## src/rtl/fetch_stage_pkg.sv

```systemverilog
`default_nettype none
// ============================================================================
// Module      : fetch_stage_pkg
// Description : Shared RV32I types and constants for the fetch stage:
//               opcode enum, fetch FSM states, reset PC and NOP encoding.
// Revision    : 1.0 - initial release
// ============================================================================
package fetch_stage_pkg;

  localparam logic [31:0] RESET_PC  = 32'h0000_0060;
  localparam logic [31:0] NOP_INSTR = 32'h0000_0013;  // addi x0, x0, 0

  typedef enum logic [6:0] {
    op_lui   = 7'b0110111,
    op_auipc = 7'b0010111,
    op_jal   = 7'b1101111,
    op_jalr  = 7'b1100111,
    op_br    = 7'b1100011,
    op_load  = 7'b0000011,
    op_store = 7'b0100011,
    op_imm   = 7'b0010011,
    op_reg   = 7'b0110011,
    op_csr   = 7'b1110011
  } rv32i_opcode;

  typedef enum logic [1:0] {
    FETCH   = 2'd0,
    HOLD    = 2'd1,
    DISCARD = 2'd2
  } fetch_state_t;

endpackage
`default_nettype wire

```

## src/rtl/fetch_stage_if.sv

```systemverilog
`default_nettype none
// ============================================================================
// Module      : fetch_stage_if
// Description : Instruction-memory request/response handshake bundle.
//               master = fetch stage, slave = instruction memory.
// Revision    : 1.0 - initial release
// ============================================================================
interface fetch_stage_if;
  logic        imem_read;
  logic [31:0] imem_address;
  logic [31:0] imem_rdata;
  logic        imem_resp;

  modport master (output imem_read, output imem_address,
                  input  imem_rdata, input imem_resp);
  modport slave  (input  imem_read, input imem_address,
                  output imem_rdata, output imem_resp);
endinterface
`default_nettype wire

```

## src/rtl/if_id_reg.sv

```systemverilog
`default_nettype none
// ============================================================================
// Module      : if_id_reg
// Description : IF/ID pipeline register {valid, pc, instr} with load and
//               flush controls, plus combinational decode-field slices.
// Revision    : 1.0 - initial release
// ============================================================================
module if_id_reg
  import fetch_stage_pkg::*;
(
  input  logic        clk,
  input  logic        rst,
  input  logic        load_i,
  input  logic        flush_i,   // clears valid only; flush beats load
  input  logic [31:0] pc_i,
  input  logic [31:0] instr_i,
  output logic        valid_o,
  output logic [31:0] pc_o,
  output logic [31:0] instr_o,
  output rv32i_opcode opcode_o,
  output logic [2:0]  funct3_o,
  output logic [6:0]  funct7_o,
  output logic [4:0]  rd_o,
  output logic [4:0]  rs1_o,
  output logic [4:0]  rs2_o
);

  logic        valid_q;
  logic [31:0] pc_q;
  logic [31:0] instr_q;

  // Register update: reset to an invalid NOP, flush to a bubble, or load.
  always_ff @(posedge clk) begin
    if (rst) begin
      valid_q <= 1'b0;
      pc_q    <= 32'h0;
      instr_q <= NOP_INSTR;
    end else if (flush_i) begin
      valid_q <= 1'b0;
    end else if (load_i) begin
      valid_q <= 1'b1;
      pc_q    <= pc_i;
      instr_q <= instr_i;
    end
  end

  assign valid_o  = valid_q;
  assign pc_o     = pc_q;
  assign instr_o  = instr_q;
  assign opcode_o = rv32i_opcode'(instr_q[6:0]);
  assign funct3_o = instr_q[14:12];
  assign funct7_o = instr_q[31:25];
  assign rd_o     = instr_q[11:7];
  assign rs1_o    = instr_q[19:15];
  assign rs2_o    = instr_q[24:20];

endmodule
`default_nettype wire

```

## src/rtl/fetch_stage.sv

```systemverilog
`default_nettype none
// ============================================================================
// Module      : fetch_stage
// Description : Instruction fetch with PC, one-entry skid buffer for stalls,
//               redirect handling (including discard of a stale in-flight
//               response) and an integrated IF/ID register.
// Revision    : 1.0 - initial release
// ============================================================================
module fetch_stage #(
  parameter logic [31:0] RESET_PC = fetch_stage_pkg::RESET_PC
) (
  input  logic                       clk,
  input  logic                       rst,
  fetch_stage_if.master              imem,
  input  logic                       stall,
  input  logic                       redirect,
  input  logic [31:0]                redirect_pc,
  output logic                       if_id_valid,
  output logic [31:0]                if_id_pc,
  output logic [31:0]                if_id_instr,
  output fetch_stage_pkg::rv32i_opcode if_id_opcode,
  output logic [2:0]                 if_id_funct3,
  output logic [6:0]                 if_id_funct7,
  output logic [4:0]                 if_id_rd,
  output logic [4:0]                 if_id_rs1,
  output logic [4:0]                 if_id_rs2
);
  import fetch_stage_pkg::*;

  fetch_state_t state_q, state_d;
  logic [31:0]  pc_q, pc_d;
  logic [31:0]  skid_pc_q, skid_pc_d;
  logic [31:0]  skid_instr_q, skid_instr_d;
  logic         load_d, flush_d;
  logic [31:0]  ld_pc_d, ld_instr_d;

  // HOLD never issues: the stalled instruction already sits in the skid buffer.
  assign imem.imem_read    = !rst && (state_q != HOLD);
  assign imem.imem_address = pc_q;

  // State, PC and skid buffer registers.
  always_ff @(posedge clk) begin
    if (rst) begin
      state_q      <= FETCH;
      pc_q         <= RESET_PC;
      skid_pc_q    <= 32'h0;
      skid_instr_q <= NOP_INSTR;
    end else begin
      state_q      <= state_d;
      pc_q         <= pc_d;
      skid_pc_q    <= skid_pc_d;
      skid_instr_q <= skid_instr_d;
    end
  end

  // Next-state, PC and IF/ID control; redirect overrides stall and resp.
  always_comb begin
    state_d      = state_q;
    pc_d         = pc_q;
    skid_pc_d    = skid_pc_q;
    skid_instr_d = skid_instr_q;
    load_d       = 1'b0;
    flush_d      = 1'b0;
    ld_pc_d      = pc_q;
    ld_instr_d   = imem.imem_rdata;

    if (redirect) begin
      flush_d = 1'b1;
      pc_d    = redirect_pc;
      // A FETCH without a response leaves the old request in flight, so its
      // eventual response must be swallowed before the target counts.
      if ((state_q == FETCH && !imem.imem_resp) || state_q == DISCARD)
        state_d = DISCARD;
      else
        state_d = FETCH;
    end else begin
      case (state_q)
        FETCH: begin
          if (imem.imem_resp) begin
            if (!stall) begin
              load_d = 1'b1;
              pc_d   = pc_q + 32'd4;
            end else begin
              skid_pc_d    = pc_q;
              skid_instr_d = imem.imem_rdata;
              state_d      = HOLD;
            end
          end else if (!stall) begin
            flush_d = 1'b1;  // bubble
          end
        end
        HOLD: begin
          if (!stall) begin
            load_d     = 1'b1;
            ld_pc_d    = skid_pc_q;
            ld_instr_d = skid_instr_q;
            pc_d       = pc_q + 32'd4;
            state_d    = FETCH;
          end
        end
        DISCARD: begin
          if (imem.imem_resp) begin
            flush_d = 1'b1;
            state_d = FETCH;
          end
        end
        default: state_d = FETCH;
      endcase
    end
  end

  if_id_reg u_if_id_reg (
    .clk      (clk),
    .rst      (rst),
    .load_i   (load_d),
    .flush_i  (flush_d),
    .pc_i     (ld_pc_d),
    .instr_i  (ld_instr_d),
    .valid_o  (if_id_valid),
    .pc_o     (if_id_pc),
    .instr_o  (if_id_instr),
    .opcode_o (if_id_opcode),
    .funct3_o (if_id_funct3),
    .funct7_o (if_id_funct7),
    .rd_o     (if_id_rd),
    .rs1_o    (if_id_rs1),
    .rs2_o    (if_id_rs2)
  );

endmodule
`default_nettype wire
```

## src/flat_wrapper.sv

```systemverilog
// flat-port wrapper written by rule: the top's interface ports become plain ports
module fetch_stage_flat import fetch_stage_pkg::*;
#(
  parameter logic [31:0] RESET_PC = fetch_stage_pkg::RESET_PC
)
  (clk, rst, stall, redirect, redirect_pc, if_id_valid, if_id_pc, if_id_instr, if_id_opcode, if_id_funct3, if_id_funct7, if_id_rd, if_id_rs1, if_id_rs2, imem_imem_read, imem_imem_address, imem_imem_rdata, imem_imem_resp);
  fetch_stage_if imem_i ();
  input  logic clk;
  input  logic rst;
  input  logic stall;
  input  logic redirect;
  input  logic [31:0] redirect_pc;
  output logic if_id_valid;
  output logic [31:0] if_id_pc;
  output logic [31:0] if_id_instr;
  output fetch_stage_pkg::rv32i_opcode if_id_opcode;
  output logic [2:0] if_id_funct3;
  output logic [6:0] if_id_funct7;
  output logic [4:0] if_id_rd;
  output logic [4:0] if_id_rs1;
  output logic [4:0] if_id_rs2;
  output wire logic [$bits(imem_i.imem_read)-1:0] imem_imem_read;
  output wire logic [$bits(imem_i.imem_address)-1:0] imem_imem_address;
  input wire logic [$bits(imem_i.imem_rdata)-1:0] imem_imem_rdata;
  input wire logic [$bits(imem_i.imem_resp)-1:0] imem_imem_resp;
  assign imem_imem_read = imem_i.imem_read;
  assign imem_imem_address = imem_i.imem_address;
  assign imem_i.imem_rdata = imem_imem_rdata;
  assign imem_i.imem_resp = imem_imem_resp;
  fetch_stage #(.RESET_PC(RESET_PC)) u_core (.clk(clk), .rst(rst), .imem(imem_i), .stall(stall), .redirect(redirect), .redirect_pc(redirect_pc), .if_id_valid(if_id_valid), .if_id_pc(if_id_pc), .if_id_instr(if_id_instr), .if_id_opcode(if_id_opcode), .if_id_funct3(if_id_funct3), .if_id_funct7(if_id_funct7), .if_id_rd(if_id_rd), .if_id_rs1(if_id_rs1), .if_id_rs2(if_id_rs2));
endmodule
```

## config.mk

```make
export PLATFORM = sky130hd
export DESIGN_NAME = fetch_stage_flat
export DESIGN_NICKNAME = d
export VERILOG_FILES = /design/src/rtl/fetch_stage_pkg.sv /design/src/rtl/fetch_stage_if.sv /design/src/rtl/if_id_reg.sv /design/src/rtl/fetch_stage.sv /design/src/flat_wrapper.sv
export SDC_FILE = /design/constraint.sdc
export NUM_CORES = 1
export LEC_CHECK = 0
export CORE_MARGIN = 3
export CORE_UTILIZATION = 50
export CTS_BUF_LIST = sky130_fd_sc_hd__clkbuf_4 sky130_fd_sc_hd__clkbuf_8
export DETAILED_ROUTE_END_ITERATION = 12
export GPL_ROUTABILITY_DRIVEN = 1
export PLACE_DENSITY = 0.82
export SYNTH_ARGS = -nofsm -noshare
export SYNTH_HDL_FRONTEND = slang
export SYNTH_SLANG_ARGS = --single-unit
```

## constraint.sdc

```tcl
create_clock -name clk -period 2.7 [get_ports clk]
set_input_delay 0.405 -clock clk [delete_from_list [all_inputs] [get_ports clk]]
set_output_delay 0.405 -clock clk [all_outputs]
set_load 0.02 [all_outputs]
```

-- After elaboration in Yosys (flattened, before gate mapping)
Cells that the tools add are included.
- multipliers: 0
- equal/unequal tests: 7
- reduce and logical (&&, ||, !) cells: 12
- bitwise logic cells: 2
- divide/modulo/power cells: 0
- shift operators: 0
- $add $sub $neg: 1
- multiplexer cells: 25
- magnitude comparators: 0
- operators with widths (operator ; number):
    2-to-1 mux 32 bit ; 9
    case mux 32 bit (2 select lines) ; 1
    adder 32 x 3 -> 32 bit, second input constant ; 1
    2-to-1 mux 2 bit ; 6
    inequality test 3 bit, second input constant ; 4
    2-to-1 mux 1 bit ; 6
    case mux 2 bit (3 select lines) ; 1
    case mux 1 bit (2 select lines) ; 2
    AND reduction 2 bit ; 2
    AND reduction 4 bit ; 1
    AND reduction 3 bit ; 1
    nonzero test 3 bit ; 1
    equality test 2 x 1 -> 1 bit, second input constant ; 1
    equality test 2 bit, second input constant ; 1
    logical AND 1 bit ; 2
    logical NOT 1 bit ; 2
    logical NOT 2 bit ; 1
    inequality test 2 x 1 -> 1 bit, second input constant ; 1
    inverter 1 bit ; 2
    OR reduction 2 bit ; 1
    logical OR 1 bit ; 1
- RAM bits: 0
- flip-flop bits (word level): 163
- bits of input ports: 69
- output and inout port bits: 130
- ROM bits: 0
- memories: 0
- latch bits: 0
- logic and storage cells: 54

-- Depth between registers and ports, before layout
- word-level depth: 6
- gate-level depth with buffers: 7
- depth with buffers taken out: 5

-- Cells and area by module
A second synthesis with hierarchy kept.
- cell total of the unflattened synthesis: 927
- area, all modules: 8380.5 um^2
- by module, submodules not included (module ; seq. area each (um^2) ; instances ; area each (um^2) ; cells each):
    fetch_stage ; 1961.9 ; 1 ; 4934.7 ; 602
    if_id_reg ; 1301.2 ; 1 ; 3445.8 ; 325

-- Worst setup path before layout
Ideal clock, no wire load.
- kind: register -> register
- start point: reg u_core.pc_q[2] (netlist: u_core.imem.imem_address[2])
- end point: reg u_core.pc_q[14] (netlist: u_core.imem.imem_address[14])
- data required time: 2582 ps
- path slack: 653 ps
- stages on the path, launching flop included: 6
- arrival: 1930 ps
- buffers on the path: 0
- setup time: 118 ps
- period minus slack after synthesis: 2047 ps
- cell sequence: dfxtp_1 -> ha_1 -> and4_4 -> nand4_4 -> or4b_2 -> o2111a_1
- cells in the longest elaborated chain, start to end: 5
- RTL lines (element ; line ; source):
    from (decl) ; fetch_stage.sv:31 ; logic [31:0] pc_q, pc_d;
    from (signal assigned) ; fetch_stage.sv:50 ; pc_q <= pc_d;
    adder 32 x 3 -> 32 bit * ; fetch_stage.sv:82, fetch_stage.sv:97 ;
    2-to-1 mux 32 bit * ; fetch_stage.sv:80, fetch_stage.sv:93 ;
    2-to-1 mux 32 bit ; fetch_stage.sv:79 ; if (imem.imem_resp) begin
    case mux 32 bit (2 select lines) * ; fetch_stage.sv:77 ; case (state_q)
    2-to-1 mux 32 bit * ; fetch_stage.sv:67 ; if (redirect) begin
Mark *: on every way between the ends. The rest lies on a longest branch, timed or not. The select of a mux whose other input is x is not followed.
A chain may end at the register's enable or synchronous reset.

-- Worst setup path after layout
- start point: reg u_core.state_q[1]
- end point: out imem_imem_read
- cells in the longest elaborated chain, start to end: 2
- RTL lines (element ; line ; source):
    from (decl) ; fetch_stage.sv:30 ; fetch_state_t state_q, state_d;
    from (signal assigned) ; fetch_stage.sv:49 ; state_q <= state_d;
    inequality test 2 x 1 -> 1 bit ; fetch_stage.sv:38 ; assign imem.imem_read = !rst && (state_q != HOLD);
    logical AND 1 bit ; fetch_stage.sv:38 ;
    to (decl) ; flat_wrapper.sv:22 ; output wire logic [$bits(imem_i.imem_read)-1:0] imem_imem_read;
No other way between the ends.

==> flow_metrics.env <==
export IMPL_ant_nets=0
export IMPL_diodes=0
export IMPL_synth_top_family_by_area="simple AND/OR/NAND/NOR gates"
export IMPL_start_kind="flip-flop"
export IMPL_drt_total_wl_microns=20120
export IMPL_hold_viol_final=0
export IMPL_critPathMaxStageDelay_ns=0.62
export IMPL_cp_cell_sequence="inv_1 > a21oi_1 > clkdlybuf4s50_1"
export IMPL_synth_top_area_share=0.4377
export IMPL_setup_viol=0
export IMPL_ys_warn_count=0
export IMPL_synth_edf_count=0
export IMPL_yosys_area_share_simple=0.2138
export IMPL_start_util=0.5248
export IMPL_syn_area_per_cell_sq_um=8.452
export IMPL_worst_slew_pin_slew_ns=0.8337
export IMPL_ios=199
export IMPL_cts_tree="done"
export IMPL_htreeDepth=4
export IMPL_grt_max_degree=83
export IMPL_cp_max_fo=6
export IMPL_fin_nets=1085
export IMPL_powerDensity_nw_per_um2=526.5
export IMPL_dr_pass1_iters=5
export IMPL_dieHeight_microns=128.1
export IMPL_tns_ns=0
export IMPL_synth_xor_area_frac=0.007049
export IMPL_synth_compound_gate_area_share=0.1704
export IMPL_critPathSlowestCell="clkdlybuf4s50_1"
export IMPL_end_kind="primary output"
export IMPL_routedWlPerCell_microns=16.66
export IMPL_port_buffers=198
export IMPL_clk_pin_slew_ns=0.09
export IMPL_min_period_over_period=0.8044
export IMPL_drive_gt1_frac=0.06518
export IMPL_crit_family="buffers and inverters"
export IMPL_synth_seq_cells=163
export IMPL_die_area_sq_um=16410
export IMPL_synth_fp_nets=952
export IMPL_vias=6890
export IMPL_synthCells=882
export IMPL_synth_area_leader_cell="dfxtp_1"
export IMPL_required_ns=2.30
export IMPL_ys_flop_type="dfxtp_1"
export IMPL_grt_use_total=0.2407
export IMPL_synth_mux_area_frac=0.08862
export IMPL_cts_root_buffer_cell="clkbuf_8"
export IMPL_post_cts_buffers=0
export IMPL_dpl_hpwl_microns=13860
export IMPL_ys_seq_area_frac=0.4377
export IMPL_drt_iter0_drc=527
export IMPL_path_buf_inv=2
export IMPL_grt_pass1_vias=6338
export IMPL_syn_area_sq_um=7455
export IMPL_max_cap_violations=0
export IMPL_core_area_sq_um=14200
export IMPL_avgViaCountPerCell=5.704
export IMPL_grt_ovfl_total=0
export IMPL_hold_path_class="in -> reg"
export IMPL_grt_pass1_wl_microns=32070
export IMPL_routabilityCongestion=0.8781
export IMPL_area_growth_pct=30.43
export IMPL_rsz0062_at_grt="no"
export IMPL_crit_arrival_ns=1.77
export IMPL_cts_sink_count=163
export IMPL_post_cts_resized=0
export IMPL_report_power_total_mw=5.119
export IMPL_drcViolationCount=0
export IMPL_slew_viol_final=0
export IMPL_finClkSkew_ns=0.01487
export IMPL_fp_dieW_microns=128.1
export IMPL_synth_adder_area_share=0.003021
export IMPL_leakage_nw=3.176
export IMPL_clockBufferDepth=2
export IMPL_critPathKind="reg -> out"
export IMPL_cts_hold_buf=0
export IMPL_relSlewSlack=0.4442
export IMPL_synthTopCellsByArea="dfxtp_1 44%, mux2i_1 8.9%, nand2_1 7.5%"
export IMPL_antenna_found_initial=0
export IMPL_ir_drop_mv=0.2741
export IMPL_fmax_ghz=0.4604
export IMPL_period_minus_slack_ns=2.172
export IMPL_clk_latency_ns=0.46
export IMPL_num_rows=43
export IMPL_ys_async_sr_fraction=0
export IMPL_cts_buffers_inserted=17
export IMPL_synth_cell_type_count=55
export IMPL_status="completed"
==> synth_stat cells (5+ instances only) <==
cell,n
nand4_1,15
or3_1,9
nor2_1,85
and3_1,7
nand3_1,16
nor3_1,13
a21oi_1,66
or4_1,7
dfxtp_1,163
inv_1,8
mux2i_1,66
clkbuf_1,49
and4_1,5
nor2b_1,5
and2_1,6
buf_2,14
buf_4,37
xor2_1,5
o21ai_0,12
o211ai_1,6
a211oi_1,68
nand2_1,148
a311oi_1,8
nor4_1,7
==> sequential cells by signal, indices dropped and copies added (netlist names) <==
| name | flops |
|---|---|
| u_core.imem.imem_address | 32 |
| u_core.skid_instr_q | 32 |
| u_core.u_if_id_reg.valid_o | 1 |
| u_core.u_if_id_reg.instr_o | 32 |
| u_core.skid_pc_q | 32 |
| u_core.state_q | 2 |
| u_core.u_if_id_reg.pc_o | 32 |
==> per-layer routing <==
metal | global-route usage | vias up | wire, microns
li1 | - | 3375 | -
met1 | 0.3263 | 3187 | 8789
met2 | 0.3795 | 287 | 9431
met3 | 0.04708 | 41 | 1371
met4 | 0.09301 | 0 | 529
met5 | 0 | - | 0
==> layout by cell type (no fill, tap or decap), types with 3 or more instances in the layout <==
master           instances
a31oi_1                  4
clkinv_4                 3
mux2i_1                 66
o21ai_0                 12
buf_12                   7
buf_4                   17
clkbuf_8                17
or2_1                    3
o31ai_1                  4
nor2b_1                  5
and3_1                   7
xor2_1                   5
nor4_1                   7
clkdlybuf4s50_1        197
nor2_1                  85
or3_1                    8
clkinv_2                 4
a2111oi_1                3
and4_1                   5
nor3_1                  12
a32oi_1                  3
inv_6                    5
or4_1                    7
and2_1                   6
a211oi_1                68
nand2b_1                 3
a311oi_1                 8
inv_1                    8
nand2_1                148
a21oi_1                 66
o211ai_1                 6
dfxtp_1                163
nand4_1                 15
nand3_1                 16
==> worst register-to-register path, delay by kind of cell, from the launching register on <==
kind | cells | cell delay [ns]
AO/OA/AOI/OAI | 2 | 0.62
flip-flops | 1 | 0.54
AND/OR/NAND/NOR | 2 | 0.87
==> path summary, 6_finish.rpt <==
kind	from	end	cells after the start	slack, ns
hold / removal	rst	u_core.skid_pc_q[19]	2	0.41
setup reg to reg	u_core.imem.imem_address[12]	u_core.imem.imem_address[25]	4	0.54
hold reg to reg	u_core.skid_pc_q[11]	u_core.skid_pc_q[11]	2	0.46
setup / recovery	u_core.state_q[1]	imem_imem_read	3	0.53
==> through the flow <==
stage,utilization,cell area [sq um],instances,hold WS [ns],setup WS (ns)
final,0.6845,9723,1208,0.4132,0.5282
after detailed placement,0.6601,9376,1176,0.4461,0.1049
after CTS,0.6845,9723,1208,0.3859,0.5097
after floorplan,-,7455,882,0.4360,0.6529
after global routing,0.6845,9723,1208,0.4191,0.2433
after global placement,0.6601,9376,1176,0.4410,0.2534
==> report_power, final <==
group          internal, mW  switching (mW)  leakage (nW)
logic                 0.421           0.466          1.67
clock network         0.656           0.939         0.178
registers              2.52           0.123          1.33
==> cells by family after synthesis <==
logic type / Yosys count
simple gates: 341
compound gates: 189
flops: 163
buf+inv: 115
mux: 66
xor+xnor: 6
fa+ha+maj: 2
==> cell type report <==
type,instances,area (sq um)
tap,180,225.2
clock inverter,14,105.1
timing repair buffer,221,2240
clock buffer,18,241.5
fill,1168,4481
inverter,8,30.03
sequential,163,3263
multi-input combinational,604,3618
Power figures use the tool's default switching activity.
